## src/rtl/memphy_seq.sv

```systemverilog
// memphy_seq -- DDR PHY sequencer between the memory controller and the
// per-lane DDIO/DQS pad logic. Turns burst commands into cycle-exact DQ drive,
// DQS pre/postamble and read-capture windows, and can calibrate its own read
// latency with a known write/readback pattern.
//
// Ports:
//   clk, rst                 rising-edge clock, synchronous active-high reset
//   cmd_valid/cmd_ready      command handshake; cmd_we selects write/read
//   wr_data/wr_ready         write data, consumed on every wr_ready cycle
//   rd_data/rd_valid         registered read data, BURST cycles per read
//   cmd_issue/cmd_issue_we   one-cycle pulse to the command/address driver
//   ddrdqout/ddrdqt          DQ data and tristate (1 = released) to the pads
//   ddrdqspre                DQS pre/postamble drive request
//   ddrdqin                  data captured by the DDIO input registers
//   cal_start/cal_done/cal_fail  calibration pulse and sticky result flags
//   rl                       read latency currently in use
//
// Handshake: a command transfers on a cycle where cmd_valid && cmd_ready and
// cal_start is low; cmd_ready is high exactly while the sequencer is idle, and
// cal_start in the same cycle wins, so the command stays pending and is
// accepted only after the calibration returns to idle. wr_data has no valid:
// the producer must present fresh data on every cycle wr_ready is high.
module memphy_seq #(
  parameter int LANES   = 1,
  parameter int BURST   = 4,
  parameter int WL      = 2,
  parameter int RLMAX   = 15,
  parameter int RL_INIT = 5
) (
  input  logic                  clk,
  input  logic                  rst,
  input  logic                  cmd_valid,
  output logic                  cmd_ready,
  input  logic                  cmd_we,
  input  logic [16*LANES-1:0]   wr_data,
  output logic                  wr_ready,
  output logic [16*LANES-1:0]   rd_data,
  output logic                  rd_valid,
  output logic                  cmd_issue,
  output logic                  cmd_issue_we,
  output logic [16*LANES-1:0]   ddrdqout,
  output logic                  ddrdqt,
  output logic                  ddrdqspre,
  input  logic [16*LANES-1:0]   ddrdqin,
  input  logic                  cal_start,
  output logic                  cal_done,
  output logic                  cal_fail,
  output logic [3:0]            rl
);

  localparam int DW = 16 * LANES;
  // Counter spans the longest read window (RLMAX + BURST + 2); at least 5 bits
  // so the 4-bit rl always fits with headroom.
  localparam int CW_RAW = $clog2(RLMAX + BURST + 3);
  localparam int CW     = (CW_RAW > 5) ? CW_RAW : 5;

  localparam logic [CW-1:0] WL_M1     = CW'(WL - 1);
  localparam logic [CW-1:0] BURST_M1  = CW'(BURST - 1);
  localparam logic [CW-1:0] RLMAX_P1  = CW'(RLMAX + 1);
  localparam logic [CW-1:0] CNT_TWO   = CW'(2);
  localparam logic [CW-1:0] CNT_ONE   = CW'(1);

  typedef enum logic [3:0] {
    S_IDLE, S_WLAT, S_WDATA, S_WPOST, S_RWAIT,
    S_CWR, S_CWLAT, S_CWDATA, S_CWPOST, S_CRD
  } state_t;

  state_t         state_q, state_d;
  logic [CW-1:0]  cnt_q, cnt_d;
  logic [3:0]     rl_q, rl_d;
  logic [DW-1:0]  rd_data_q, rd_data_d;
  logic           rd_valid_q, rd_valid_d;
  logic           cal_done_q, cal_done_d;
  logic           cal_fail_q, cal_fail_d;
  logic           match0_q, match0_d;

  logic [CW-1:0]  rl_ext;
  logic           rd_window;

  // Calibration word k: 16'hA55A ^ (k * 16'h1111), replicated on every lane.
  function automatic logic [DW-1:0] cal_word(input logic [CW-1:0] k);
    logic [15:0] w;
    w = 16'hA55A ^ (16'(k) * 16'h1111);
    return {LANES{w}};
  endfunction

  assign rl_ext = {{(CW - 4){1'b0}}, rl_q};
  // In RWAIT the counter equals cycles since issue; capture while it lies in
  // [rl, rl + BURST - 1].
  assign rd_window = (cnt_q >= rl_ext) && (cnt_q < (rl_ext + CW'(BURST)));

  always_comb begin
    state_d      = state_q;
    cnt_d        = cnt_q + CNT_ONE;
    rl_d         = rl_q;
    rd_data_d    = rd_data_q;
    rd_valid_d   = 1'b0;
    cal_done_d   = cal_done_q;
    cal_fail_d   = cal_fail_q;
    // Remembers whether the previous cycle carried word 0 of the pattern.
    match0_d     = (ddrdqin == cal_word('0));
    cmd_ready    = 1'b0;
    wr_ready     = 1'b0;
    cmd_issue    = 1'b0;
    cmd_issue_we = 1'b0;
    ddrdqout     = '0;
    ddrdqt       = 1'b1;
    ddrdqspre    = 1'b0;

    case (state_q)
      S_IDLE: begin
        cmd_ready = 1'b1;
        cnt_d     = '0;
        if (cal_start) begin
          cal_done_d = 1'b0;
          cal_fail_d = 1'b0;
          state_d    = S_CWR;
        end else if (cmd_valid) begin
          state_d = cmd_we ? S_WLAT : S_RWAIT;
        end
      end
      S_WLAT: begin
        cmd_issue    = (cnt_q == '0);
        cmd_issue_we = (cnt_q == '0);
        ddrdqspre    = (cnt_q == WL_M1);
        if (cnt_q == WL_M1) begin
          state_d = S_WDATA;
          cnt_d   = '0;
        end
      end
      S_WDATA: begin
        ddrdqt   = 1'b0;
        wr_ready = 1'b1;
        ddrdqout = wr_data;
        if (cnt_q == BURST_M1) state_d = S_WPOST;
      end
      S_WPOST: begin
        ddrdqspre = 1'b1;
        state_d   = S_IDLE;
      end
      S_RWAIT: begin
        cmd_issue = (cnt_q == '0);
        if (rd_window) begin
          rd_valid_d = 1'b1;
          rd_data_d  = ddrdqin;
        end
        // Leave once the last rd_valid is being presented.
        if (cnt_q == (rl_ext + CW'(BURST))) state_d = S_IDLE;
      end
      // Internal write: CWR is the issue cycle, CWLAT the rest of WL, so the
      // combined timing matches WLAT exactly (including WL == 1).
      S_CWR, S_CWLAT: begin
        cmd_issue    = (state_q == S_CWR);
        cmd_issue_we = (state_q == S_CWR);
        ddrdqspre    = (cnt_q == WL_M1);
        if (cnt_q == WL_M1) begin
          state_d = S_CWDATA;
          cnt_d   = '0;
        end else begin
          state_d = S_CWLAT;
        end
      end
      S_CWDATA: begin
        ddrdqt   = 1'b0;
        ddrdqout = cal_word(cnt_q);
        if (cnt_q == BURST_M1) state_d = S_CWPOST;
      end
      S_CWPOST: begin
        ddrdqspre = 1'b1;
        state_d   = S_CRD;
        cnt_d     = '0;
      end
      S_CRD: begin
        cmd_issue = (cnt_q == '0);
        // Candidate latency c = cnt - 1: word0 seen at c, word1 now at c + 1.
        if ((cnt_q >= CNT_TWO) && match0_q && (ddrdqin == cal_word(CNT_ONE))) begin
          rl_d       = 4'(cnt_q - CNT_ONE);
          cal_done_d = 1'b1;
          state_d    = S_IDLE;
        end else if (cnt_q == RLMAX_P1) begin
          cal_fail_d = 1'b1;
          state_d    = S_IDLE;
        end
      end
      default: state_d = S_IDLE;
    endcase
  end

  always_ff @(posedge clk) begin
    if (rst) begin
      state_q    <= S_IDLE;
      cnt_q      <= '0;
      rl_q       <= 4'(RL_INIT);
      rd_data_q  <= '0;
      rd_valid_q <= 1'b0;
      cal_done_q <= 1'b0;
      cal_fail_q <= 1'b0;
      match0_q   <= 1'b0;
    end else begin
      state_q    <= state_d;
      cnt_q      <= cnt_d;
      rl_q       <= rl_d;
      rd_data_q  <= rd_data_d;
      rd_valid_q <= rd_valid_d;
      cal_done_q <= cal_done_d;
      cal_fail_q <= cal_fail_d;
      match0_q   <= match0_d;
    end
  end

  assign rd_data  = rd_data_q;
  assign rd_valid = rd_valid_q;
  assign cal_done = cal_done_q;
  assign cal_fail = cal_fail_q;
  assign rl       = rl_q;

endmodule

```

## config.mk

```make
export PLATFORM = sky130hd
export DESIGN_NAME = memphy_seq
export DESIGN_NICKNAME = d
export VERILOG_FILES = /design/src/rtl/memphy_seq.sv
export SDC_FILE = /design/constraint.sdc
export NUM_CORES = 1
export LEC_CHECK = 0
export ABC_AREA = 1
export CAP_MARGIN = 30
export CELL_PAD_IN_SITES_DETAIL_PLACEMENT = 0
export CELL_PAD_IN_SITES_GLOBAL_PLACEMENT = 1
export CORE_UTILIZATION = 30
export DETAILED_ROUTE_END_ITERATION = 8
export PLACE_DENSITY = 0.9
export SLEW_MARGIN = 10
export SYNTH_ARGS = -nofsm -noshare
export SYNTH_HDL_FRONTEND = slang
export SYNTH_SLANG_ARGS = --single-unit
```

## constraint.sdc

```tcl
create_clock -name clk -period 1.95 [get_ports clk]
set_input_delay 0.195 -clock clk [delete_from_list [all_inputs] [get_ports clk]]
set_output_delay 0.195 -clock clk [all_outputs]
set_load 0.01 [all_outputs]
```

# After elaboration in Yosys (flattened, before gate mapping)
# Cells that the tools add are included.
# W data, S select, Z words.
# word_totals
reg_bits	33
output_inout_bits	45
wordCells	87
# op_classes
addsub	3
n_mul	1
n_lt_le_gt_ge	3
n_eq_ne	25
n_mux	27
n_bitwise	2
n_reduce_logical	18
# op_table
op	count
$eq A16 B16 Y1 const B	2
$mux W4	8
$pmux W16 S2	1
$pmux W4 S8	1
$eq A4 B3 Y1 const B	4
$mul A5 B13 Y16 const B	1
$ne A2 B2 Y1 const B	8
$pmux W1 S2	5
$pmux W5 S2	1
$reduce_or A2 Y1	5
$mux W1	9
$eq A4 B2 Y1 const B	2
$eq A4 B4 Y1 const B	2
$not A8 Y8	1
$ne A3 B3 Y1 const B	2
$reduce_and A6 Y1	1
$reduce_or A3 Y1	2
$add A4 B3 Y5 const B	1
$add A5 B1 Y5 const B	1
$eq A5 B1 Y1 const B	1
$eq A5 B2 Y1 const B	1
$eq A5 B5 Y1	1
$eq A5 B5 Y1 const B	1
$ge A5 B2 Y1 const B	1
14 further kinds	17

# Longest topological paths before layout
# Gate-level depths: netlist of the first run.
# depth
word_depth	5
depth_mapped	14
ltp_nobuf	13

# Worst setup path before layout of the first run
# Ideal clock, no wire load.
# synth_path
path_type	register to register
startpoint	register rl_q[2], in the netlist rl[2]
endpoint	register rd_data_q[15], in the netlist rd_data[15]
setup_ps	113
arrival_ps	1621
setup_slack_ps	217
stages_incl_launch_ff	12
synth_period_minus_slack_ps	1733
path_cell_list	dfxtp_1 > ha_1 > inv_1 > ha_1 > a21o_1 > nor2_2 > nand2_2 > inv_2 > buf_4 > nand3b_1 > nand2_1 > nor2_1
# synth_via
elab_chain_cells	4
word_cells_on_any_way	5
classes_between	add/sub (1); order compare (2); reduce/logical (2)
# synth_lines
element	line	rtl
start, declared	70	logic [3:0] rl_q, rl_d;
start signal, assigned	193	rl_q <= 4'(RL_INIT);
start signal, assigned	202	rl_q <= rl_d;
$add A4 B3 Y5	90	assign rd_window = (cnt_q >= rl_ext) && (cnt_q < (rl_ext + CW'(BURST)));
$lt A5 B5 Y1	90	
$logic_and A1 B1 Y1 *	90	
$reduce_and A2 Y1 (no line) *	--	
end signal, assigned	203	rd_data_q <= rd_data_d;
end, declared	71	logic [DW-1:0] rd_data_q, rd_data_d;
# Mark *: on every way between the ends. The rest lies on a longest branch, timed or not.
# A chain may end at the register's enable or synchronous reset.

# Worst setup path in the final report of the first run
# layout_path
startpoint	register cnt_q[0]
endpoint	output port ddrdqout[9]
# layout_via
elab_chain_cells	2
# layout_lines
element	line	rtl
start, declared	69	logic [CW-1:0] cnt_q, cnt_d;
start signal, assigned	201	cnt_q <= cnt_d;
$mul A5 B13 Y16	83	w = 16'hA55A ^ (16'(k) * 16'h1111);
$pmux W16 S2	110	case (state_q)
end, declared	41	output logic [16*LANES-1:0] ddrdqout,
# Every way passes these cells.

==> results list, run 1 <==
- P_leak: 1.690 nW
- Data required time of the worst path: ~1.8 ns
* Overall power consumption: ~2.9 mW
- Drt first pass iters: 4
- The setup check on the worst reg-to-reg path leaves a slack of ~0.12 ns.
- Internal Dissipation: between 1.5 and 2 mW
- The hold violation count in the final report was 0.
* Inserted Diodes: 0
- Path class of the lowest-slack min-delay path: register to register
- Of the synthesized area, sequential elements account for 0.2966.
- During placement, the flow inserted port buffers numbering a little over 80.
- Top_reg_cell synth: sky130_fd_sc_hd__dfxtp_1
- Synthesized cell area: ~0.0022 sq mm
- Relative to the synthesized area, the layout overhead comes to 58.20%.
- Number of nets produced by synthesis: 403
- Using the TritonRoute via totals, the vias-per-cell ratio works out to 4.513.
- For the pin with the worst max-slew slack, the measured transition is 0.4918 ns.
- The startpoint identified for the worst register-to-register timing path is rl[2].
* Clock-pin transition on the worst setup and hold timing paths: approximately 0.08 ns
* Cell Chain, Critical Path: ha_4 -> ha_4 -> buf_6 -> ha_4 -> nand3_2 -> xor2_2 -> a22o_1 -> buf_2
- HPWL after DPL: approximately 5000 microns
* Via count of the first global-routing pass: about 2,400
* Sequential share of power: 0.278
* Area of placed instances: about 0.0033 sq mm
- Biggest cell delay along the critical path: 0.36 ns
- Setup repair after global routing missed its margin: true
- Startpoint type of the worst setup path: register
- After technology mapping, the gate count stands at 350.
- The worst setup path is captured at an output pin.
- FMAX: 507.3 MHz
- Yosys top cell by area: sky130_fd_sc_hd__dfxtp_1
- Fraction of synthesized cell area taken by the top area cell type: 0.2966
* Share of flip-flops with an asynchronous set or reset after synthesis: 0
* Post-layout instance count excluding filler cells: about 560
- End of the worst register-to-register path: state_q[0]
- The final layout contains routed wiring with a total length of 6519 microns.
- Mean Syn Cell Area: 6.363 sq um
- Synthesis inferred 33 register bits.
* Switching power as a share of total power: 0.3799
- Critical path start-end classification: register to output pin
- Max-cap violations in this run came to 0.
- The number of antenna violations at the first check in global routing came to 0.
- Die ar.: 0.007772 sq mm
- Yosys printed 0 warnings.
- Failing checks: setup timing
- Final max-slew violation count: 0
* P per Cell Area: 817.9 mW/mm^2
- The share of total power dissipated in combinational logic is 0.493.
- Skew final: 0.01574 ns
* Count of standard-cell rows: 31
* Util after Layout: 0.4884
- Number of failing setup endpoints in the final timing report: 1
* Number of buffers between clock root and the deepest sink: 2
- Proportion of power drawn by the clock network: 0.230
- Yosys mapped a number of flops with a built-in enable equal to 0.
- At the worst endpoint, the arrival time is around 1.8 ns.
- Summing over every cut layer, the via total after detailed routing is 2,509.
- Wire length of the first global-routing pass: 10,450 microns
- Buffer type at the clock tree root: sky130_fd_sc_hd__clkbuf_8
- The most numerous cell type found on the critical path is sky130_fd_sc_hd__ha_4.
- Entering global routing, the biggest net connects 18 pins.
- # fillers: roughly 740
- Remaining global-route overflow: 0
* Post-route minimum period: 1.971 ns
- Along the worst path, the maximum fanout reaches 2.
* Clock sink total: 33
- The later pin in the worst-skew pair is clocked with a latency of 0.28 ns.
* Post-route worst hold slack: ~0.45 ns
- Biggest area contributors in the synthesized netlist: sky130_fd_sc_hd__dfxtp_1, sky130_fd_sc_hd__nand2_1, sky130_fd_sc_hd__nor2_1, sky130_fd_sc_hd__ha_1, sky130_fd_sc_hd__inv_1
- Slew Limit Headroom: 0.6707
- The worst hold path terminates at cal_done.
* Switching power of the nets: 1.095 mW
* R2R depth: 12
- The worst hold path was traced through 2 stages.
- Final RePlAce weighted congestion: just under 0.9
- Routed wirelength normalized by instance count: roughly 12 microns
* Total core area: 0.007214 sq mm
- Clock tree from TritonCTS: yes
- Counting the buffers created by CTS gives 5.
- The floorplan step set the die height to roughly 88 microns.
* Least setup slack across all paths after layout: -0.02122 ns
* CTS HTree Levels: 2
* Total Routing Usage GR: 0.1711
- Net count, final: about 510
- Status: complete, but fails checks
- Fraction of final layout cells with drive strength greater than 1: 0.1685
- Post-route standard cell area excluding fillers: 0.003523 sq mm
- The synthesized netlist contains 30 unique library cells.
- Top-Level Pins: 82
- For this run, design rule violations remaining after detail routing come to 0.
- Worst Min Path Start: cal_done
* Final worst path period share: 1.011
- Across the VDD grid, the largest voltage drop is ~0.00048 V.
- Among all stages on the critical path, the largest delay is contributed by sky130_fd_sc_hd__dfxtp_4.
* Routed Antenna Nets: 0
- Detailed router's first-iteration violation count: 52
- For this configuration, the core starts out at a cell density of 0.3087.
- Die width: slightly below 90 microns
- After detailed placement, the design holds a cell count of around 540.
[worst max-delay path by stage]
| stage | endpoint | cells past startpoint | startpoint |
|---|---|---|---|
| after global placement | ddrdqout[9] | 7 | cnt_q[0] |
| after CTS | ddrdqout[9] | 8 | cnt_q[0] |
| final | ddrdqout[9] | 8 | cnt_q[0] |
| after floorplan | rd_data[15] | 11 | rl[2] |
| after global routing | ddrdqout[9] | 8 | cnt_q[0] |
| after detailed placement | ddrdqout[9] | 7 | cnt_q[0] |
[per-layer routing]
metal	part of all wire	vias up	GRT usage	wire length, microns
met2	0.47	85	0.3028	3037
met1	0.44	1103	0.1995	2891
li1	-	1315	-	-
met5	0	-	0	0
met3	0.082	6	0.04901	535
met4	0.0084	0	0.04985	55
[cells in the final DEF, fill, tap and decap left out, types with 4 or more instances in the layout]
| cell type | instances |
|---|---|
| sky130_fd_sc_hd__nand2_1 | 83 |
| sky130_fd_sc_hd__nor2_1 | 61 |
| sky130_fd_sc_hd__clkdlybuf4s50_1 | 61 |
| sky130_fd_sc_hd__inv_1 | 45 |
| sky130_fd_sc_hd__nand3_1 | 27 |
| sky130_fd_sc_hd__dfxtp_1 | 26 |
| sky130_fd_sc_hd__buf_4 | 20 |
| sky130_fd_sc_hd__ha_1 | 13 |
| sky130_fd_sc_hd__o21ai_0 | 12 |
| sky130_fd_sc_hd__a21oi_1 | 8 |
| sky130_fd_sc_hd__dlygate4sd2_1 | 8 |
| sky130_fd_sc_hd__nand3b_1 | 7 |
| sky130_fd_sc_hd__clkbuf_8 | 6 |
| sky130_fd_sc_hd__dfxtp_2 | 6 |
| sky130_fd_sc_hd__buf_2 | 6 |
| sky130_fd_sc_hd__nand4_1 | 5 |
| sky130_fd_sc_hd__buf_6 | 5 |
| sky130_fd_sc_hd__inv_2 | 4 |
| sky130_fd_sc_hd__nor2_4 | 4 |
| sky130_fd_sc_hd__clkbuf_2 | 4 |
[sequential cells by signal, summed over array words and instances (netlist names)]
name      flops
match0_q      1
rd_valid      1
rd_data      16
rl            4
cnt_q         5
cal_done      1
cal_fail      1
state_q       4
[power by group through the flow]
stage | combinational [mW] | clock [mW] | sequential [mW]
after floorplan | 0.790 | 0 | 0.790
after CTS | 1.35 | 0.678 | 0.783
after detailed placement | 1.40 | 0 | 0.790
after global routing | 1.58 | 0.710 | 0.808
final | 1.42 | 0.663 | 0.800
after global placement | 1.39 | 0 | 0.790
[cell usage after synthesis, types with 5 or more instances]
library cell and count:
sky130_fd_sc_hd__nand3_1 29, sky130_fd_sc_hd__nand3b_1 7, sky130_fd_sc_hd__nand2_1 83, sky130_fd_sc_hd__o21ai_0 15, sky130_fd_sc_hd__ha_1 16, sky130_fd_sc_hd__nand4_1 5
sky130_fd_sc_hd__nor2_1 64, sky130_fd_sc_hd__dfxtp_1 33, sky130_fd_sc_hd__xor2_1 6, sky130_fd_sc_hd__a21oi_1 8, sky130_fd_sc_hd__inv_1 48
[final cells by class]
| cell class | instances | area [sq um] | area share |
|---|---|---|---|
| tap | 99 | 123.9 | 0.03516 |
| inverter | 51 | 193.9 | 0.05504 |
| clock inverter | 1 | 30.03 | 0.008523 |
| sequential | 33 | 671.9 | 0.1907 |
| multi-input combinational | 257 | 1418 | 0.4023 |
| timing repair buffer | 108 | 999.7 | 0.2837 |
| clock buffer | 7 | 86.33 | 0.02450 |
[critical path: cells and delay by family (launching register included)]
kind,cells,cell delay [ns]
buffers and inverters,2,0.24
adder cells (fa/ha/maj),3,0.49
flip-flops,1,0.36
AO/OA/AOI/OAI,1,0.15
XOR/XNOR,1,0.16
AND/OR/NAND/NOR,1,0.08
[cells by family (layout without fill, tap and decap cells)]
family          count (synthesis)  count (layout)  synth area share
compound gates                 31              31           0.07978
simple gates                  202             202            0.3938
fa+ha+maj                      16              16           0.08989
xor+xnor                        8               8           0.03146
buf+inv                        60             167            0.1084
flops                          33              33            0.2966
[per-stage QoR]
step / worst slack [ns] / TNS [ns]
global route: -0.1065 / -0.2089
detailed placement: -0.1323 / -0.4316
CTS: -0.1420 / -0.2351
floorplan: 0.2166 / 0
finish: -0.02122 / -0.02122
global placement: -0.08217 / -0.1316
[timing repair]
item / in CTS / in global routing
cloned: 0 / 1
resized for setup: 46 / 40
hold buffers: 0 / 0
setup endpoints to repair: 21 / 35
pin swaps: 2 / 10
setup buffers: 1 / 2
Power figures use the tool's default switching activity.
==> inputs of run 2 (changes only) <==
Settings changed: CTS_CLUSTER_DIAMETER set to 120.
==> results of run 2 <==
Final layout, timing and power as in run 1 (identical DEF).
